===== src/rtl/fifo_rd_stream.sv =====
// fifo_rd_stream: pops an async-FIFO read port into a 2-entry valid/ready stream buffer
module fifo_rd_stream #(
  parameter int DSIZE = 8,
  parameter int CNT_W = 16
) (
  input  logic             rclk,
  input  logic             rrst_n,
  input  logic             rempty,
  input  logic [DSIZE-1:0] rdata,
  output logic             rinc,
  output logic             m_valid,
  input  logic             m_ready,
  output logic [DSIZE-1:0] m_data,
  output logic [CNT_W-1:0] xfer_cnt
);
  typedef enum logic [1:0] {ZERO, ONE, TWO} state_t;
  state_t state_q, state_d;
  logic [DSIZE-1:0] buf0_q, buf0_d, buf1_q, buf1_d;
  logic [CNT_W-1:0] cnt_q, cnt_d;
  logic acc;
  assign rinc = rrst_n && !rempty && (state_q != TWO);
  assign m_valid = state_q != ZERO;
  assign m_data = buf0_q;
  assign xfer_cnt = cnt_q;
  assign acc = m_valid && m_ready;
  // occupancy transitions; a popped word lands in the first free slot after any shift
  always_comb begin
    state_d = state_q;
    buf0_d = buf0_q;
    buf1_d = buf1_q;
    cnt_d = cnt_q + CNT_W'(acc);
    case (state_q)
      ZERO: if (rinc) begin
        state_d = ONE;
        buf0_d = rdata;
      end
      ONE: if (rinc && acc) buf0_d = rdata;
      else if (rinc) begin
        state_d = TWO;
        buf1_d = rdata;
      end else if (acc) state_d = ZERO;
      TWO: if (acc) begin
        state_d = ONE;
        buf0_d = buf1_q;
      end
      default: state_d = ZERO;
    endcase
  end
  // state register with synchronous active-low reset
  always_ff @(posedge rclk) begin
    if (!rrst_n) begin
      state_q <= ZERO;
      buf0_q <= '0;
      buf1_q <= '0;
      cnt_q <= '0;
    end else begin
      state_q <= state_d;
      buf0_q <= buf0_d;
      buf1_q <= buf1_d;
      cnt_q <= cnt_d;
    end
  end
endmodule


===== config.mk =====
export PLATFORM = sky130hd
export DESIGN_NAME = fifo_rd_stream
export DESIGN_NICKNAME = d
export VERILOG_FILES = /design/src/rtl/fifo_rd_stream.sv
export SDC_FILE = /design/constraint.sdc
export NUM_CORES = 1
export LEC_CHECK = 0
export CAP_MARGIN = 20
export CORE_ASPECT_RATIO = 0.7
export CORE_UTILIZATION = 40
export DETAILED_ROUTE_END_ITERATION = 10
export MAX_ROUTING_LAYER = met4
export PLACE_DENSITY = 0.77
export SKIP_LAST_GASP = 1
export SLEW_MARGIN = 10
export SYNTH_ARGS = -nofsm -noshare
export SYNTH_HDL_FRONTEND = slang
export SYNTH_SLANG_ARGS = --single-unit

===== constraint.sdc =====
create_clock -name rclk -period 2.15 [get_ports rclk]
set_input_delay 0.5375 -clock rclk [delete_from_list [all_inputs] [get_ports rclk]]
set_output_delay 0.5375 -clock rclk [all_outputs]
set_load 0.1 [all_outputs]

======== Word level (Yosys, flattened, before mapping) ========
Index checks and enable logic that the tools add are counted.
word-level totals
  flip-flop bits (word level) ............. 34
  bits of input ports ..................... 12
  output and inout bits ................... 26
  word-level logic and storage cells ...... 35
cells by class
  $add $sub $neg .......................... 1
  equality and inequality tests ........... 8
  multiplexer cells ....................... 10
  bitwise gates (word level) .............. 1
  reduce and logical (&&, ||, !) cells .... 11
operators by type and width
  kind                                                              number
  8-bit 2-to-1 mux                                                  3
  8-bit case mux with 3 select lines                                1
  16-bit by 1-bit adder with 16-bit output                          1
  2-bit 2-to-1 mux                                                  5
  2-bit != test (second input constant)                             5
  4-bit AND reduction                                               2
  2-bit case mux with 3 select lines                                1
  1-bit logical AND                                                 4
  3-bit != test (second input constant)                             1
  3-bit AND reduction                                               1
  3-bit nonzero test                                                1
  2-bit by 1-bit == test with 1-bit output (second input constant)  1
  2-bit == test (second input constant)                             1
  2-bit logical NOT                                                 1
  2-bit nonzero test                                                1
  1-bit logical NOT                                                 1
  1-bit NOT                                                         1

======== Logic depth before layout (Yosys ltp) ========
  depth after elaboration ................. 6
  depth in mapped cells ................... 7
  depth with buffers taken out ............ 6

======== Least setup slack after synthesis ========
Ideal clock, no wire load.
  kind .................................... reg2out
  from .................................... reg state_q[1]
  to ...................................... out rinc
  data arrival time ....................... 2120 ps
  required time ........................... 1612 ps
  setup slack ............................. -508 ps
  stages on the path, launching flop included .. 5
  path through ............................ dfxtp_1 buf_2 nand2b_1 buf_2 nor2b_1
between the ends
  word-level cells in the longest chain between the ends .. 2
ends and longest elaborated chain
  element                 line  text
  start, declared         17    state_t state_q, state_d;
  start signal, assigned  57    state_q <= state_d;
  2-bit != test           21    assign rinc = rrst_n && !rempty && (state_q != TWO);
  1-bit logical AND       21
  end, declared           10    output logic rinc,
No other way between the ends.

======== Worst setup path in the final report ========
  from .................................... in rempty
  to ...................................... out rinc
between the ends
  word-level cells in the longest chain between the ends .. 3
ends and longest elaborated chain
  element                         line  text
  start, declared                 8     input logic rempty,
  1-bit logical NOT               21
  1-bit logical AND (2 in a row)  21
No other way between the ends.

==> metrics.md <==
| Metric | Value |
|---|---|
| Status | finished clean |
| Synth cell types | 33 |
| Setup TNS | 0 ns |
| Reg2reg path depth | 6 |
| Via-to-Cell Ratio | 4.75 |
| Critical path capture point | rinc |
| Final setup viols | 0 |
| Most common cell after layout, fill and taps aside | buf_4 |
| Post-Syn Instances | 158 |
| CP Capture Type | primary output |
| Drt first pass iters | 4 |
| DR DRC count | 0 |
| Worst EP required | roughly 1.6 ns |
| Fraction of layout cells with a size suffix above 1 | 25.5% |
| Unrepaired setup endpoints after global routing | no |
| Starting density of the core | 42.1% |
| Setup Crit Path Kind | in2out |
| Worst Hold Class | reg2reg |
| Max Freq | 499 MHz |
| Reg2reg start | state_q[1] |
| Clk buf depth | 2 |
| Lkg Pwr | 0.882 nW |
| Post-Syn Nets | between 150 and 200 |
| CTS Buf Count | 5 |
| Final Cycle Share | 93.2% |
| Mapped Area | about 1500 sq um |
| PwrDens | 679 nW/um^2 |
| Fill count | 327 |
| Final instance area | 2060 sq um |
| Ports | 38 |
| GRT Resource Usage Total | 16.5% |
| Vias | roughly 1.2k |
| Vias in the first global route | roughly 1.1k |
| Reg-to-Reg End | xfer_cnt[13] |
| Total Wirelength | 2950 um |
| First-pass GRT wire length | 4770 um |
| Number of DRC markers in iteration 0 | 77 |
| ANT cells | 0 |
| Crit start category | input pin |
| Die height | about 53 um |
| Fin crit period | 2.00 ns |
| Worst-Margin Slew | roughly 0.35 ns |
| Largest net degree at the start of global routing | 22 |
| Clock root buffer master | clkbuf_8 |
| Fin. max-slew vios | 0 |
| Post-CTS Setup Repair Bufs | 0 |
| GP Congestion | roughly 0.76 |
| CP Max Fanout | 2 |
| Finished Core Util | roughly 58% |
| DP Area | 1970 sq um |
| Commonest cells after routing, fill and taps aside | 36 x buf_4, 33 x dfxtp_1, 32 x nor2_1, 18 x mux2i_1, 11 x clkdlybuf4s50_1 |
| Post-CTS sizing | 0 |
| Clock Skews | just over 0.004 ns |
| Antenna violations before repair | 0 |
| Critical Path AT | between 1 and 1.5 ns |
| Nets | 221 |
| Worst Setup SP | rempty |
| Clk pin slew, worst setup/hold paths | 0.06 ns |
| Number of port buffers | 37 |
| Flop-to-flop setup slack | 0.34 ns |
| Setup ws final | 0.146 ns |
| Area Overhead vs Synth | 37.3% |
| Die ar. | 4000 sq um |
| Final ANT Viol Nets | 0 |
| H-tree depth | 2 |
| Detailed placement HPWL | 2170 um |
| Sequential cell area fraction in the yosys report | 45.4% |
| GRT Residual Overflow | 0 |
| CTS Sinks | 34 |
| Max-Cap Viols | 0 |
| Max IR drop VDD | 0.305 mV |
| Chip width | around 75 um |
| Clock insertion delay at the later pin of the skew report | around 0.28 ns |
| Pre-CTS WS | 0.00851 ns |
| Cts hold-fix bufs | 0 |
| Post-Syn Area per Cell | ~9.5 sq um |
| Max_slew headroom | between 70 and 80% |
| Final count of hold timing violations | 0 |
| Core area | approximately 3600 sq um |
| Site row count | 18 |
| Synthesized flop and latch total | 34 |
| Synth warn | 0 |
| CTS tree | done |
| Detailed-route wire length per cell | 11.4 um |
## critical path, stage by stage
cell and delay [ns]:
clkdlybuf4s50_1 0.41, nand2b_1 0.17, nor2b_2 0.16, buf_12 0.19
## cell type report
cell class              instances  area, sq um  area share [%]
flip-flops and latches         34          682            33.2
repair buffers                 50          440            21.4
well taps                      50         62.6            3.04
inverters                       1         3.75           0.182
clock buffers                   7         86.3            4.20
multi-input cells             115          777            37.8
clock inverters                 1         5.00           0.243
## how the worst min path moves through the flow
stage	start	to	cells after the start
3_3_place_gp	xfer_cnt[15]	xfer_cnt[15]	2
5_1_grt	xfer_cnt[15]	xfer_cnt[15]	2
3_5_place_dp	xfer_cnt[15]	xfer_cnt[15]	2
2_1_floorplan	buf1_q[0]	buf1_q[0]	2
4_1_cts	xfer_cnt[15]	xfer_cnt[15]	2
6_report	xfer_cnt[15]	xfer_cnt[15]	2
## power breakdown
| part | total (W) | internal (W) | switching [W] |
|---|---|---|---|
| logic | 0.000263 | 0.0000873 | 0.000175 |
| registers | 0.000660 | 0.000649 | 0.0000119 |
| clock network | 0.000474 | 0.000258 | 0.000216 |
## layer usage
layer  vias up  track usage [%]  part of all wire [%]
li1        648                -                     -
met1       552             21.6                    53
met2        24             24.6                    43
met3         2             4.57                   3.9
met4         0             5.86                  0.64
met5         -                -                     0
## stage by stage
step                      total power [W]  hold slack, ns  instances
after global routing              0.00146           0.499        258
final                             0.00140           0.474        258
after CTS                         0.00141           0.480        258
after floorplan                  0.000853           0.460        158
after global placement           0.000937           0.456        250
after detailed placement         0.000939           0.459        250
## state kept, by name, indices dropped and copies added, names as in the netlist
name      flops
xfer_cnt     16
buf1_q        8
m_data        8
state_q       2
## Yosys cell counts
cell type / instances / share of area, %
or4_1: 1 / 0.50
nand3_2: 1 / 0.67
o21ai_0: 1 / 0.33
or3_1: 1 / 0.42
nor2b_1: 1 / 0.42
nand2b_1: 3 / 1.3
dfxtp_1: 34 / 45
o31ai_1: 1 / 0.50
nand3b_1: 1 / 0.50
a211oi_1: 8 / 4.0
o211a_1: 1 / 0.67
inv_1: 1 / 0.25
nor4_1: 2 / 0.84
o22a_1: 1 / 0.58
nor3b_1: 1 / 0.50
nor2b_2: 1 / 0.58
and4_1: 3 / 1.8
xnor2_1: 3 / 1.8
xor2_1: 8 / 4.7
clkbuf_1: 3 / 0.75
nand4_1: 4 / 1.7
a21oi_1: 3 / 1.0
nor3_1: 1 / 0.33
ha_1: 2 / 1.7
o31ai_4: 1 / 1.4
buf_4: 3 / 1.5
nand2_1: 5 / 1.3
nand3_1: 7 / 2.3
mux2i_1: 18 / 12
or2_2: 1 / 0.42
and2_1: 3 / 1.3
buf_2: 2 / 0.67
nor2_1: 32 / 8.0
## cells by family after synthesis
family	after synthesis	synth area share (%)
mux	18	12.0
xor+xnor	11	6.43
compound gates	16	8.52
simple gates	68	22.7
buf+inv	9	3.17
flops	34	45.4
fa+ha+maj	2	1.67
No activity file was read; power rests on OpenSTA's default activity.
